### src/rtl/hevc_idct16_seq.sv
// hevc_idct16_seq: sequential 16-point 1-D inverse transform (one MAC per cycle).
//
// Loads 16 signed coefficients X[0..15]. For each output n = 0..15 it then runs
// 16 multiply-accumulate cycles against an external ROM, C[k][n]. The result is
// rounded, shifted and saturated, and presented under a valid/ready handshake.
//
// Ports:
//   clk, rst             clock, asynchronous active-high reset
//   in_valid/in_ready    input coefficient handshake, in_data = X[k] in order
//   rom_row/rom_col      ROM address (k, n) during MAC, 0 otherwise
//   rom_coeff            signed 8-bit ROM data, combinational for the same cycle
//   out_valid/out_ready  output handshake, out_data = y[n] in order
//   busy                 block partially loaded, computing or emitting
module hevc_idct16_seq #(
    parameter int IN_W  = 16,
    parameter int OUT_W = 16,
    parameter int SHIFT = 7
) (
    input  logic             clk,
    input  logic             rst,
    input  logic             in_valid,
    output logic             in_ready,
    input  logic [IN_W-1:0]  in_data,
    output logic [3:0]       rom_row,
    output logic [3:0]       rom_col,
    input  logic [7:0]       rom_coeff,
    output logic             out_valid,
    input  logic             out_ready,
    output logic [OUT_W-1:0] out_data,
    output logic             busy
);

    // 16 products of IN_W x 8 bits need 4 bits of growth on top of IN_W + 8.
    localparam int ACC_W = IN_W + 12;

    localparam logic signed [ACC_W:0] RND_BIAS = (ACC_W + 1)'(1 << (SHIFT - 1));
    localparam logic signed [ACC_W:0] OUT_MAX  = (ACC_W + 1)'((1 << (OUT_W - 1)) - 1);
    localparam logic signed [ACC_W:0] OUT_MIN  = (ACC_W + 1)'(-(1 << (OUT_W - 1)));

    typedef enum logic [1:0] {StLoad, StMac, StEmit} state_e;

    state_e                  r_state;
    state_e                  w_state_nxt;
    logic [3:0]              r_load_cnt;
    logic [3:0]              r_n;
    logic [3:0]              r_k;
    logic signed [ACC_W-1:0] r_acc;
    logic signed [IN_W-1:0]  r_buf [16];

    logic signed [IN_W+7:0]  w_prod;
    logic signed [ACC_W-1:0] w_acc_nxt;
    logic signed [ACC_W:0]   w_rnd;
    logic signed [ACC_W:0]   w_scaled;
    logic [OUT_W-1:0]        w_sat;

    assign w_prod = r_buf[r_k] * $signed(rom_coeff);

    // k == 0 starts a fresh dot product for the current n.
    assign w_acc_nxt = ((r_k == 4'd0) ? '0 : r_acc)
                     + {{(ACC_W - IN_W - 8){w_prod[IN_W+7]}}, w_prod};

    // One guard bit so the rounding bias can never wrap the accumulator.
    assign w_rnd    = {r_acc[ACC_W-1], r_acc} + RND_BIAS;
    assign w_scaled = w_rnd >>> SHIFT;

    always_comb begin
        if (w_scaled > OUT_MAX) begin
            w_sat = OUT_MAX[OUT_W-1:0];
        end else if (w_scaled < OUT_MIN) begin
            w_sat = OUT_MIN[OUT_W-1:0];
        end else begin
            w_sat = w_scaled[OUT_W-1:0];
        end
    end

    always_comb begin
        w_state_nxt = r_state;
        in_ready    = 1'b0;
        out_valid   = 1'b0;
        rom_row     = 4'd0;
        rom_col     = 4'd0;
        case (r_state)
            StLoad: begin
                in_ready = 1'b1;
                if (in_valid && (r_load_cnt == 4'd15)) begin
                    w_state_nxt = StMac;
                end
            end
            StMac: begin
                rom_row = r_k;
                rom_col = r_n;
                if (r_k == 4'd15) begin
                    w_state_nxt = StEmit;
                end
            end
            StEmit: begin
                out_valid = 1'b1;
                if (out_ready) begin
                    w_state_nxt = (r_n == 4'd15) ? StLoad : StMac;
                end
            end
            default: w_state_nxt = StLoad;
        endcase
    end

    assign out_data = out_valid ? w_sat : '0;
    assign busy     = (r_state != StLoad) || (r_load_cnt != 4'd0);

    always_ff @(posedge clk or posedge rst) begin
        if (rst) begin
            r_state    <= StLoad;
            r_load_cnt <= 4'd0;
            r_n        <= 4'd0;
            r_k        <= 4'd0;
            r_acc      <= '0;
        end else begin
            r_state <= w_state_nxt;
            case (r_state)
                StLoad: begin
                    if (in_valid) begin
                        r_load_cnt <= r_load_cnt + 4'd1;
                        if (r_load_cnt == 4'd15) begin
                            r_n <= 4'd0;
                            r_k <= 4'd0;
                        end
                    end
                end
                StMac: begin
                    r_acc <= w_acc_nxt;
                    r_k   <= r_k + 4'd1;
                end
                StEmit: begin
                    if (out_ready) begin
                        r_k <= 4'd0;
                        r_n <= (r_n == 4'd15) ? 4'd0 : r_n + 4'd1;
                    end
                end
                default: ;
            endcase
        end
    end

    // Sample storage carries no reset; stale contents are always overwritten by a full load.
    always_ff @(posedge clk) begin
        if (!rst && (r_state == StLoad) && in_valid) begin
            r_buf[r_load_cnt] <= in_data;
        end
    end

endmodule

### config.mk
export PLATFORM = sky130hd
export DESIGN_NAME = hevc_idct16_seq
export DESIGN_NICKNAME = d
export VERILOG_FILES = /design/src/rtl/hevc_idct16_seq.sv
export SDC_FILE = /design/constraint.sdc
export NUM_CORES = 1
export LEC_CHECK = 0
export ABC_CLOCK_PERIOD_IN_PS = 10500
export BUFFER_PORTS_ARGS = -buffer_cell sky130_fd_sc_hd__buf_2
export CAP_MARGIN = 20
export CORE_MARGIN = 2
export CORE_UTILIZATION = 56
export DETAILED_ROUTE_END_ITERATION = 10
export GPL_ROUTABILITY_DRIVEN = 0
export HOLD_SLACK_MARGIN = 0.06
export PLACE_DENSITY_LB_ADDON = 0.2
export REMOVE_ABC_BUFFERS = 1
export SETUP_SLACK_MARGIN = 0.15
export SLEW_MARGIN = 20
export SYNTH_ARGS = -nofsm -noshare
export SYNTH_HDL_FRONTEND = slang
export SYNTH_SLANG_ARGS = --single-unit
export TNS_END_PERCENT = 100
### constraint.sdc
create_clock -name clk -period 10.5 [get_ports clk]
set_clock_uncertainty 0.15 [all_clocks]
set_input_delay 0 -clock clk [delete_from_list [all_inputs] [get_ports clk]]
set_output_delay 0 -clock clk [all_outputs]
set_load 0.02 [all_outputs]
==> results of run 1 <==
-- critical path: cells and delay by family (launching register included) --
family	cells	cell delay [ns]
fa+ha+maj	6	2.70
compound gates	15	3.35
xor+xnor	1	0.12
buf+inv	4	0.58
simple gates	3	0.57
mux	2	0.71
flops	1	0.83
-- cells in the mapped netlist, drive strengths merged (20+ instances only) --
library cell,number,share of area
a21oi,71,0.019
and2,130,0.044
clkbuf,48,0.0098
dfrtp,42,0.057
edfxtp,256,0.42
fa,104,0.11
ha,80,0.054
inv,171,0.035
mux2,20,0.012
mux2i,47,0.025
mux4,35,0.043
nand2,122,0.025
nand3,21,0.0057
nor2,63,0.013
o21ai,70,0.019
xnor2,52,0.025
xor2,22,0.010
-- cells by family after synthesis --
group | after synthesis | share of synthesized area
and+or+nand+nor | 393 | 0.107
AOI/OAI and AO/OA | 255 | 0.0906
xor gates and xnor gates | 74 | 0.0351
adders and majority gates | 184 | 0.167
DFF | 298 | 0.473
muxes | 102 | 0.0804
buffers and inverters | 229 | 0.0468
-- area by class of cell --
type,count,share of cell area
clock inverters,22,0.00964
repair buffers,98,0.0325
multi-input cells,1008,0.435
flip-flops and latches,298,0.426
well taps,442,0.0270
inverters,171,0.0313
clock buffers,36,0.0387
-- registers in the layout, indices dropped and copies added (netlist names) --
register / count
r_n: 4
r_state: 2
r_acc: 28
r_load_cnt: 4
r_k: 4
r_buf: 256
-- worst max path at each step --
stage                start        end  slack [ns]  depth (start not counted)
detailed placement  r_k[1]  r_acc[26]        1.42                         33
global route        r_k[0]  r_acc[26]        0.71                         31
global placement    r_k[1]  r_acc[26]        1.57                         30
floorplan           r_k[0]  r_acc[27]        0.21                         30
finish              r_k[0]  r_acc[26]        1.37                         31
CTS                 r_k[0]  r_acc[26]        1.39                         31
-- layer usage --
metal	vias up	wire length [um]	share of wire
li1	5530	-	-
met1	5890	17400	0.42
met4	0	961	0.023
met5	-	0	0
met2	286	21000	0.51
met3	66	2020	0.049
-- metrics by stage --
| stage | instance area [um^2] | cells | util | setup slack (ns) |
|---|---|---|---|---|
| 3_5_place_dp | 19300 | 1996 | 0.595 | 1.42 |
| 5_1_grt | 20500 | 2075 | 0.632 | 0.711 |
| 3_3_place_gp | 19300 | 1996 | 0.595 | 1.57 |
| 4_1_cts | 20500 | 2075 | 0.632 | 1.39 |
| 6_report | 20500 | 2075 | 0.632 | 1.37 |
| 2_1_floorplan | 18200 | 1477 | - | 0.212 |
==> impl.org, run 1 <==
** Status
- The flow ran to the end, and the final reports show no timing, DRC or antenna violations.

** Clocking
- Latest clock arrival within the worst-skew pair :: 0.59 ns
- In this run the clock root is driven by a sky130_fd_sc_hd__clkbuf_16.
- Post-CTS repair changed the size of 0 cells.
- TritonCTS built the clock tree.
- Clock transition at path regs :: 0.07 ns
- Total number of H-tree levels :: 1
- The clock net in this run drives a total of 298 sinks.
- The clock passes through at most 3 buffers.
- Cts bufs inserted :: 31
- Buffers added to address setup during post-CTS repair amount to 0.
- Hold repair after CTS inserted 21 buffers.

** Placed design
- Total of buffers placed on input and output ports :: 54
- Half-perimeter wire length of the detailed placement result :: 27,800 um

** Critical path
- The startpoint identified for the worst register-to-register timing path is r_k[0].
- Crit Reg-Reg Endpoint :: r_acc[26]
- Crit Path Category :: register to register
- Worst EP arrival :: 9.48 ns
- Maximum net fanout on the critical path :: 35
- Count of cells along the worst register-to-register path :: 31
- The worst setup path is captured at a register.
- Largest stage delay on the critical path :: 0.83 ns
- Worst reg2reg setup slack :: 1.37 ns
- Slowest stage cell on the critical path :: sky130_fd_sc_hd__dfrtp_4
- The worst setup path is launched from a register.
- In this design, the critical path's most frequently occurring cell is sky130_fd_sc_hd__a21oi_1.
- Data on the critical path is required at its endpoint by 10.84 ns.

** Drt
- The count of nets left with antenna violations once routing finished came out at 0.
- The detailed router finished its first iteration with 679 violations.
- The final route contains 11,800 vias.
- Detailed-route vias per instance :: 5.67
- Number of design rule violations left after detail routing :: 0
- Final wirelength :: 41,300 um
- In the final routed layout, each cell accounts on average for 19.9 um.
- Detailed-router iteration count before antenna repair :: 5

** Floorplan
- Number of primary I/O pins :: 55
- Die Y-Extent :: 186 um
- The floorplan has 66 rows.
- Initial core utilization :: 0.569
- The die covers 34,400 um^2.
- Core outline area :: 32,500 um^2
- In this run the horizontal extent of the chip is 186 um.

** Min path
- Worst min-delay path startpoint :: out_ready
- Along the worst hold path, the cell count comes to 3.
- Min-delay worst type :: primary input to register
- The worst hold path terminates at r_n[1].

** Synthesis
- The synthesized netlist contains 69 unique library cells.
- Averaged over all synthesized cells, the footprint is 12.0 um^2.
- The most used flip-flop cell after synthesis is sky130_fd_sc_hd__edfxtp_1.
- Yosys mapped a number of flops with a built-in enable equal to 256.
- FF+latch count, synth :: 298
- After synthesis, the share of flip-flops with an asynchronous set or reset is 0.141.
- The share of the Yosys chip area taken by registers is 0.473.
- Synthesis handed over a netlist of 1,535 instances.
- Yosys warning total :: 0
- Area of the mapped netlist :: 18,500 um^2

** Flow run
- MaxCap Viol Count :: 0

** Cells and area
- The number of antenna diodes in the final layout is 0.
- Share of layout cells above drive strength 1 :: 0.130
- Most common cell after layout, fill and taps aside :: sky130_fd_sc_hd__edfxtp_1
- Net count, final :: 1,820
- FF+latch area :: 8740 um^2
- Commonest cells after routing, fill and taps aside :: 256 x sky130_fd_sc_hd__edfxtp_1, 170 x sky130_fd_sc_hd__inv_1, 130 x sky130_fd_sc_hd__and2_1
- After filler insertion, the fill cell instance count of the layout stands at 2,504.
- The area growth from synthesis to layout is 11.1%.
- Area of combinational cells with multiple inputs :: 8910 um^2

** Timing
- Slew Viols, Final :: 0
- Derived from the worst setup path, the maximum achievable clock frequency is 109 MHz.
- RSZ-0062 raised after global routing :: false
- Setup violations remaining at the end of the flow were counted as 0.
- Post-route worst hold slack :: 0.125 ns
- Part of the cycle the worst path needs :: 0.870
- Headroom to the max-slew limit came out at 0.302.
- Worst-Margin Slew :: 1.05 ns
- Min Tclk post-route :: 9.13 ns
- Total negative setup slack :: 0 ns
- The final count of hold timing violations is 0.

** GRT
- Largest net degree at the start of global routing :: 53
- The via count of the first global-routing pass is 12,300.
- In this run the most used layer during global routing was met2.
- Global-route track usage on met2 :: 0.451
- Initial antenna violation count :: 0
- For this run, global-route usage on met3 was measured as 0.0372.
- Global routing usage summed across all routing layers :: 0.251
- In the global route stage, met1 resource usage came out at 0.319.
- Summed over all layers, the global routing overflow is 0.
- First-pass GRT wire length :: 66,200 um
Power of run 1 is not shown: default switching activity piles up to over one toggle a cycle in this logic, so the estimate is an artifact.
==> run 2, diff against run 1 <==
==> constraint.sdc (replaced) <==
create_clock -name clk -period 10.5 [get_ports clk]
set_clock_uncertainty 0.15 [all_clocks]
set_input_delay 0.525 -clock clk [delete_from_list [all_inputs] [get_ports clk]]
set_output_delay 0.525 -clock clk [all_outputs]
set_load 0.02 [all_outputs]
==> impl.org, run 2 (same netlist as run 1, synthesis figures left out) <==
** Cells and area
- The area of the multi-input gates came to 8910 um^2 (about the same).
- In the final layout, the registers with the most flip-flops are r_buf (256), r_acc (28).
- Net count, final :: 1,802 (-0.99%)
- r_buf holds more flip-flops than any other register.
- Area added between synthesis and finish :: 10.3%
- The number of fill cells was 2,522 (+0.72%).
- FF+latch area :: 8740 um^2 (unchanged)
- Share of layout cells above drive strength 1 :: 0.132 (+0.00177)
- The library cell used most frequently in the layout, excluding fill and tap cells, is sky130_fd_sc_hd__edfxtp_1.
- The flip-flop count of the largest register, all copies and words added is 256 (unchanged).
- Commonest cells after routing, fill and taps aside :: 256 x sky130_fd_sc_hd__edfxtp_1, 170 x sky130_fd_sc_hd__inv_1, 130 x sky130_fd_sc_hd__and2_1

** Critical path
- On the critical path, the stage with the largest delay is an instance of sky130_fd_sc_hd__dfrtp_4.
- By instance count, the cell type seen most on the critical path is sky130_fd_sc_hd__a21oi_1.
- Count of cells along the worst register-to-register path :: 32 (+3.2%)
- The largest fanout on the critical path came to 45 (+29%).
- Critical path launch point type :: register
- In this run the worst setup path begins at r_k[0].
- Worst EP arrival :: 9.57 ns (+0.09 ns)
- In this run the critical register-to-register path is captured at r_acc[26].
- FF-to-FF Start :: r_k[0]
- Worst reg2reg setup slack :: 1.25 ns (-0.12 ns)
- The delay of the slowest cell on the worst path is 0.93 ns (+0.10 ns).
- Crit Path Category :: register to register
- The worst setup path is captured at a register.
- Required arrival time at the worst endpoint :: 10.81 ns (-0.03 ns)

** Flow run
- MaxCap Viol Count :: 0 (unchanged)

** Timing
- The final setup TNS came to 0 ns (unchanged).
- The post-layout minimum cycle time is 9.25 ns (+0.120 ns).
- The final count of hold timing violations was 0 (unchanged).
- Setup repair after global routing left no endpoint under its margin.
- Worst-case headroom to the max-slew limit :: 0.244 (-0.0583)
- Maximum frequency from static timing analysis :: 108 MHz (-1.3%)
- The setup-violating endpoint count in the final report came to 0 (unchanged).
- Slew Viols, Final :: 0 (unchanged)
- The final cycle utilization of the critical path came to 0.881 (+0.0114).
- Worst-Margin Slew :: 1.13 ns (+0.0874 ns)

** Min path
- The startpoint identified for the worst hold timing path is out_ready.
- The path with the worst hold slack has its endpoint at r_n[1].
- The tightest min-delay check is of the primary input to register type.
- Hold path depth :: 2 (-1)

** Drt
- The remaining routing DRC violations was 0 (unchanged).
- The count of vias placed by the detailed router was 11,800 (+0.65%).
- First DRT Iteration DRCs :: 676 (-0.44%)
- Detail Route Antenna Nets :: 0 (unchanged)
- The routed length per instance came to 19.8 um (-0.41%).
- Final wirelength :: 40,700 um (-1.4%)
- Detailed-route vias per instance :: 5.77 (+1.7%)
- Detailed-router iteration count before antenna repair :: 5 (unchanged)

** Clocking
- Clock transition at path regs :: 0.06 ns (about the same)
- TritonCTS clock tree :: yes
- Cts bufs inserted :: 34 (+9.7%)
- Master cell of the clock root buffer :: sky130_fd_sc_hd__clkbuf_16
- The total number of clock tree sinks came to 298 (unchanged).
- The insertion delay of the later-clocked pin in the worst-skew pair came to 0.54 ns (-0.05 ns).
- Worst-case clock buffer depth :: 3 (unchanged)
- The post-cts resize count came to 0 (unchanged).
- The CTS H-tree depth came to 2 (+1).

** Floorplan
- Initial core utilization :: 0.569 (unchanged)
- Total number of placement rows :: 66 (unchanged)
- The chip height was 186 um (unchanged).
- The number of ports placed on the die boundary is 55 (unchanged).
- Die W :: 186 um (unchanged)
- The area inside the core boundary is 32,500 um^2 (unchanged).
- Area of the die :: 34,400 um^2 (unchanged)

** GRT
- The via count of the first global-routing pass is 12,100 (-1.6%).
- The overall overflow remaining after global route is 0 (unchanged).
- The number of antenna violations at the first check in global routing was 0 (unchanged).
- First-pass GRT wire length :: 64,300 um (-2.8%)
- Largest net degree at the start of global routing :: 52 (-1.9%)
- The global routing usage summed across all routing layers came to 0.246 (-0.00470).

** Status
- Run status :: finished clean

** Placed design
- The port buffer count came to 54 (unchanged).
- Half-perimeter wire length of the detailed placement result :: 27,700 um (-0.45%)
run 2: area by class of cell:
cell class,instances,area share
Clock inverter,15,0.00781
Multi-Input combinational cell,1008,0.438
Inverter,171,0.0315
Timing Repair Buffer,77,0.0227
Sequential cell,298,0.430
Clock buffer,42,0.0433
Tap cell,442,0.0272
Antenna cell,1,0.000123
run 2: metrics by stage:
step | std cells | util | instance area, um^2 | setup slack, ns | hold slack, ns
after floorplan | 1477 | - | 18200 | 0.212 | 0.287
after global placement | 1994 | 0.594 | 19300 | 1.27 | 0.303
after detailed placement | 1994 | 0.594 | 19300 | 1.24 | 0.315
after CTS | 2052 | 0.627 | 20300 | 1.23 | 0.123
after global routing | 2053 | 0.627 | 20300 | 0.695 | 0.153
final | 2054 | 0.627 | 20300 | 1.25 | 0.141
run 2: layer usage:
metal,routed length (um),vias up,global-route usage,part of all wire
met5,0,-,0,0
met4,1270,0,0.0913,0.031
met3,1780,75,0.0348,0.044
met2,20600,262,0.432,0.50
met1,17100,6020,0.311,0.42
li1,-,5492,-,-
run 2: how the worst max path moves through the flow:
stage | end | cells past startpoint
5_1_grt | r_acc[26] | 31
6_report | r_acc[26] | 32
3_3_place_gp | r_acc[26] | 32
4_1_cts | r_acc[26] | 32
3_5_place_dp | r_acc[26] | 32
2_1_floorplan | r_acc[27] | 30
run 2: critical path: cells and delay by family, from the launching register on:
kind | cells | cell delay (ns)
XOR/XNOR | 1 | 0.11
flip-flops | 1 | 0.93
buffers and inverters | 5 | 0.58
adder cells (fa/ha/maj) | 6 | 2.74
AO/OA/AOI/OAI | 15 | 3.34
AND/OR/NAND/NOR | 3 | 0.58
multiplexers | 2 | 0.70
run 2: repair_timing:
| action | CTS | global route |
|---|---|---|
| hold buffers | 1 | 0 |
| hold endpoints to repair | 42 | 0 |
| buffers inserted | 0 | 0 |
Power of run 2 is left out for the same reason.
==> run 3, diff against run 2 <==
Settings changed: ABC_AREA from default to 1.
==> impl.org, run 3 <==
** Synthesis
- Top cells by area, synth :: sky130_fd_sc_hd__edfxtp_1 41%, sky130_fd_sc_hd__fa_1 11%, sky130_fd_sc_hd__nand2_1 6.4%
- Async set-or-reset flop fraction in the synthesized netlist :: 0.141 (unchanged)
- The area share of the largest cell type after synthesis is 0.415 (-0.00174).
- The post-synthesis instance total was 1,945 (+27%).
- Cell taking the most area after synthesis :: sky130_fd_sc_hd__edfxtp_1
- The number of synthesized flops with an enable pin was 256 (unchanged).
- Commonest cells in the netlist :: 317 x sky130_fd_sc_hd__nand2_1, 284 x sky130_fd_sc_hd__inv_1, 276 x sky130_fd_sc_hd__nor2_1
- Area of the mapped netlist :: 18,500 um^2 (+0.42%)
- The number of distinct standard cells referenced by the synthesized netlist was 38 (-45%).
- Most instantiated library cell after synthesis :: sky130_fd_sc_hd__nand2_1
- Register area share after synthesis :: 0.472 (-0.00198)
- The post-synthesis area per instance came to 9.53 um^2 (-21%).
- Synth Flop Type :: sky130_fd_sc_hd__edfxtp_1
- The number of synthesized register bits is 298 (unchanged).
- Yosys warning total :: 0 (unchanged)

** Min path
- The tightest min-delay check is of the primary input to register type.
- The number of stages on the worst hold path was 3 (+1).
- Hold worst-path end :: r_state[1]
- Worst min-delay path startpoint :: out_ready

** Timing
- Min Tclk post-route :: 8.81 ns (-0.446 ns)
- The final count of hold timing violations came to 0 (unchanged).
- The post-layout worst setup margin came to 1.69 ns (+0.446 ns).
- The maximum achievable frequency came to 114 MHz (+5.1%).
- The max-slew violation total from the final report came to 0 (unchanged).
- The transition at the pin with the smallest max-transition slack came to 1.10 ns (-0.0364 ns).
- The final cycle utilization of the critical path was 0.839 (-0.0425).
- The relative slew slack is 0.268 (+0.0243).
- The setup-violating endpoint count in the final report is 0 (unchanged).
- RSZ-0062 raised after global routing :: false

** Cells and area
- Cell Count, Final, Fillers Out :: 2,464 (+20%)
- The library cell used most frequently in the layout, excluding fill and tap cells, is sky130_fd_sc_hd__nand2_1.
- The register with the most flip-flops in the final layout is r_buf.
- Number of flip-flops under the largest register name :: 256 (unchanged)
- Net count, final :: 2,209 (+23%)
- The number of fill cells is 2,778 (+10%).
- Area added between synthesis and finish :: 10.2% (about the same)
- The fraction of final layout cells sized beyond drive strength 1 was 0.0925 (-0.0391).
- The area of the multi-input gates came to 8500 um^2 (-4.6%).
- The core utilization of the finished layout is 0.628 (+0.000946).
- Commonest cells after routing, fill and taps aside :: 317 x sky130_fd_sc_hd__nand2_1, 283 x sky130_fd_sc_hd__inv_1, 265 x sky130_fd_sc_hd__nor2_1
- The area used by sequential logic in the layout came to 8740 um^2 (about the same).
- Largest registers ranked by flip-flop count :: r_buf (256), r_acc (28)

** Critical path
- FF-to-FF Start :: r_k[0]
- The logic depth of the worst register-to-register path was 37 (+16%).
- Required arrival time at the worst endpoint :: 10.76 ns (-0.05 ns)
- Critical path launch point type :: register
- Crit Path Category :: register to register
- Slowest stage cell on the critical path :: sky130_fd_sc_hd__clkinv_2
- Worst reg2reg setup slack :: 1.69 ns (+0.45 ns)
- Maximum net fanout on the critical path :: 65 (+44%)
- The worst register-to-register path ends at r_acc[26].
- Worst EP arrival :: 9.07 ns (-0.50 ns)
- The worst setup path is captured at a register.
- The delay of the slowest cell on the worst path came to 0.82 ns (-0.11 ns).
- The cell that appears most often on the critical path is sky130_fd_sc_hd__nand2_1.

** Clocking
- TritonCTS built the clock tree.
- Cts bufs inserted :: 34 (unchanged)
- Clock sink count :: 298 (unchanged)
- The insertion delay of the later-clocked pin in the worst-skew pair is 0.52 ns (-0.02 ns).
- The CTS H-tree depth is 2 (unchanged).
- Worst-case clock buffer depth :: 3 (unchanged)
- Post-CTS Repair Setup Buffers :: 0 (unchanged)
- The register clock-pin slew on the reported worst setup and hold paths came to 0.06 ns (about the same).
- Clock tree synthesis selected as its root buffer the cell sky130_fd_sc_hd__clkbuf_16.

** Drt
- Number of design rule violations left after detail routing :: 0 (unchanged)
- Final wirelength :: 44,900 um (+10%)
- Detailed-route vias per instance :: 5.59 (-3.2%)
- Detail Route Antenna Nets :: 0 (unchanged)
- Routed len/inst :: 18.2 um (-8.2%)
- The count of vias placed by the detailed router is 13,800 (+16%).
- The length of the first detailed-routing pass in iterations is 6 (+1).
- The number of violations reported at the end of detailed-routing iteration 0 came to 1,013 (+50%).

** Placed design
- The post-placement setup slack was 1.81 ns (+0.576 ns).
- Number of cells in the design after placement :: 2,402 (+20%)
- Half-perimeter wire length of the detailed placement result :: 30,600 um (+10%)
- Total of buffers placed on input and output ports :: 54 (unchanged)

** GRT
- First-pass GRT wire length :: 71,300 um (+11%)
- The number of antenna violations at the first check in global routing is 1 (+1).
- Number of global-route vias before repair :: 13,700 (+14%)
- The global routing usage summed across all routing layers was 0.269 (+0.0232).
- Remaining Overflow, GRT :: 0 (unchanged)
- The maximum number of pins on one net before global-route repair came to 91 (+75%).

** Floorplan
- Die Y-Extent :: 186 um (+0.21%)
- Die W :: 186 um (+0.21%)
- The area inside the core boundary is 32,500 um^2 (+0.25%).
- Number of primary I/O pins :: 55 (unchanged)
- Total number of placement rows :: 66 (unchanged)
- The area of the die came to 34,600 um^2 (+0.42%).
- Initial core utilization :: 0.570 (+0.000941)

** Flow run
- MaxCap Viol Count :: 0 (unchanged)

** Status
- The flow ran to the end, and the final reports show no timing, DRC or antenna violations.
## run 3: layout make-up
| class | count | share of cell area |
|---|---|---|
| sequential | 298 | 0.428 |
| multi-input combinational | 1292 | 0.416 |
| inverter | 288 | 0.0530 |
| clock buffer | 40 | 0.0432 |
| tap | 442 | 0.0271 |
| timing repair buffer | 83 | 0.0240 |
| clock inverter | 20 | 0.00888 |
| antenna | 1 | 0.000122 |
## run 3: worst max-delay path by stage
stage / start / end / slack [ns] / cells after the start
floorplan: r_k[0] / r_acc[27] / -0.60 / 39
global placement: r_k[0] / r_acc[27] / 2.02 / 39
detailed placement: r_k[0] / r_acc[26] / 1.81 / 37
CTS: r_k[0] / r_acc[26] / 1.77 / 37
global route: r_k[0] / r_acc[27] / 1.07 / 39
finish: r_k[0] / r_acc[26] / 1.69 / 37
## run 3: per-stage QoR
| step | cell area (um^2) | hold slack [ns] | TNS (ns) |
|---|---|---|---|
| global route | 20400 | 0.164 | 0 |
| detailed placement | 19300 | 0.328 | 0 |
| finish | 20400 | 0.146 | 0 |
| CTS | 20400 | 0.140 | 0 |
| floorplan | 18300 | 0.303 | -4.96 |
| global placement | 19300 | 0.315 | 0 |
## run 3: cell families (layout without fill, tap and decap cells)
kind of cell | after synthesis | in the layout | synth area share
AO/OA/AOI/OAI | 316 | 316 | 0.0970
XOR/XNOR | 57 | 57 | 0.0269
adder cells (fa/ha/maj) | 184 | 184 | 0.166
buffers and inverters | 355 | 431 | 0.0731
flip-flops | 298 | 298 | 0.472
other | 0 | 1 | 0
AND/OR/NAND/NOR | 735 | 735 | 0.165
## run 3: critical path, delay by kind of cell (launching register included)
| kind | cells | cell delay, ns |
|---|---|---|
| simple gates | 18 | 1.96 |
| fa+ha+maj | 6 | 2.87 |
| xor+xnor | 1 | 0.16 |
| compound gates | 6 | 1.07 |
| buf+inv | 6 | 1.75 |
| flops | 1 | 0.70 |
## run 3: routing by layer
layer	share of wire	up-vias	GRT usage
met5	0	-	0
met4	0.036	0	0.0957
met3	0.060	106	0.0352
met2	0.49	450	0.477
met1	0.41	6666	0.339
li1	-	6542	-
## run 3: timing repair
action	4_1_cts	5_1_grt
hold buffers	1	0
gates resized for setup	0	0
endpoints found under the hold margin	42	0
Power of run 3 is left out for the same reason.
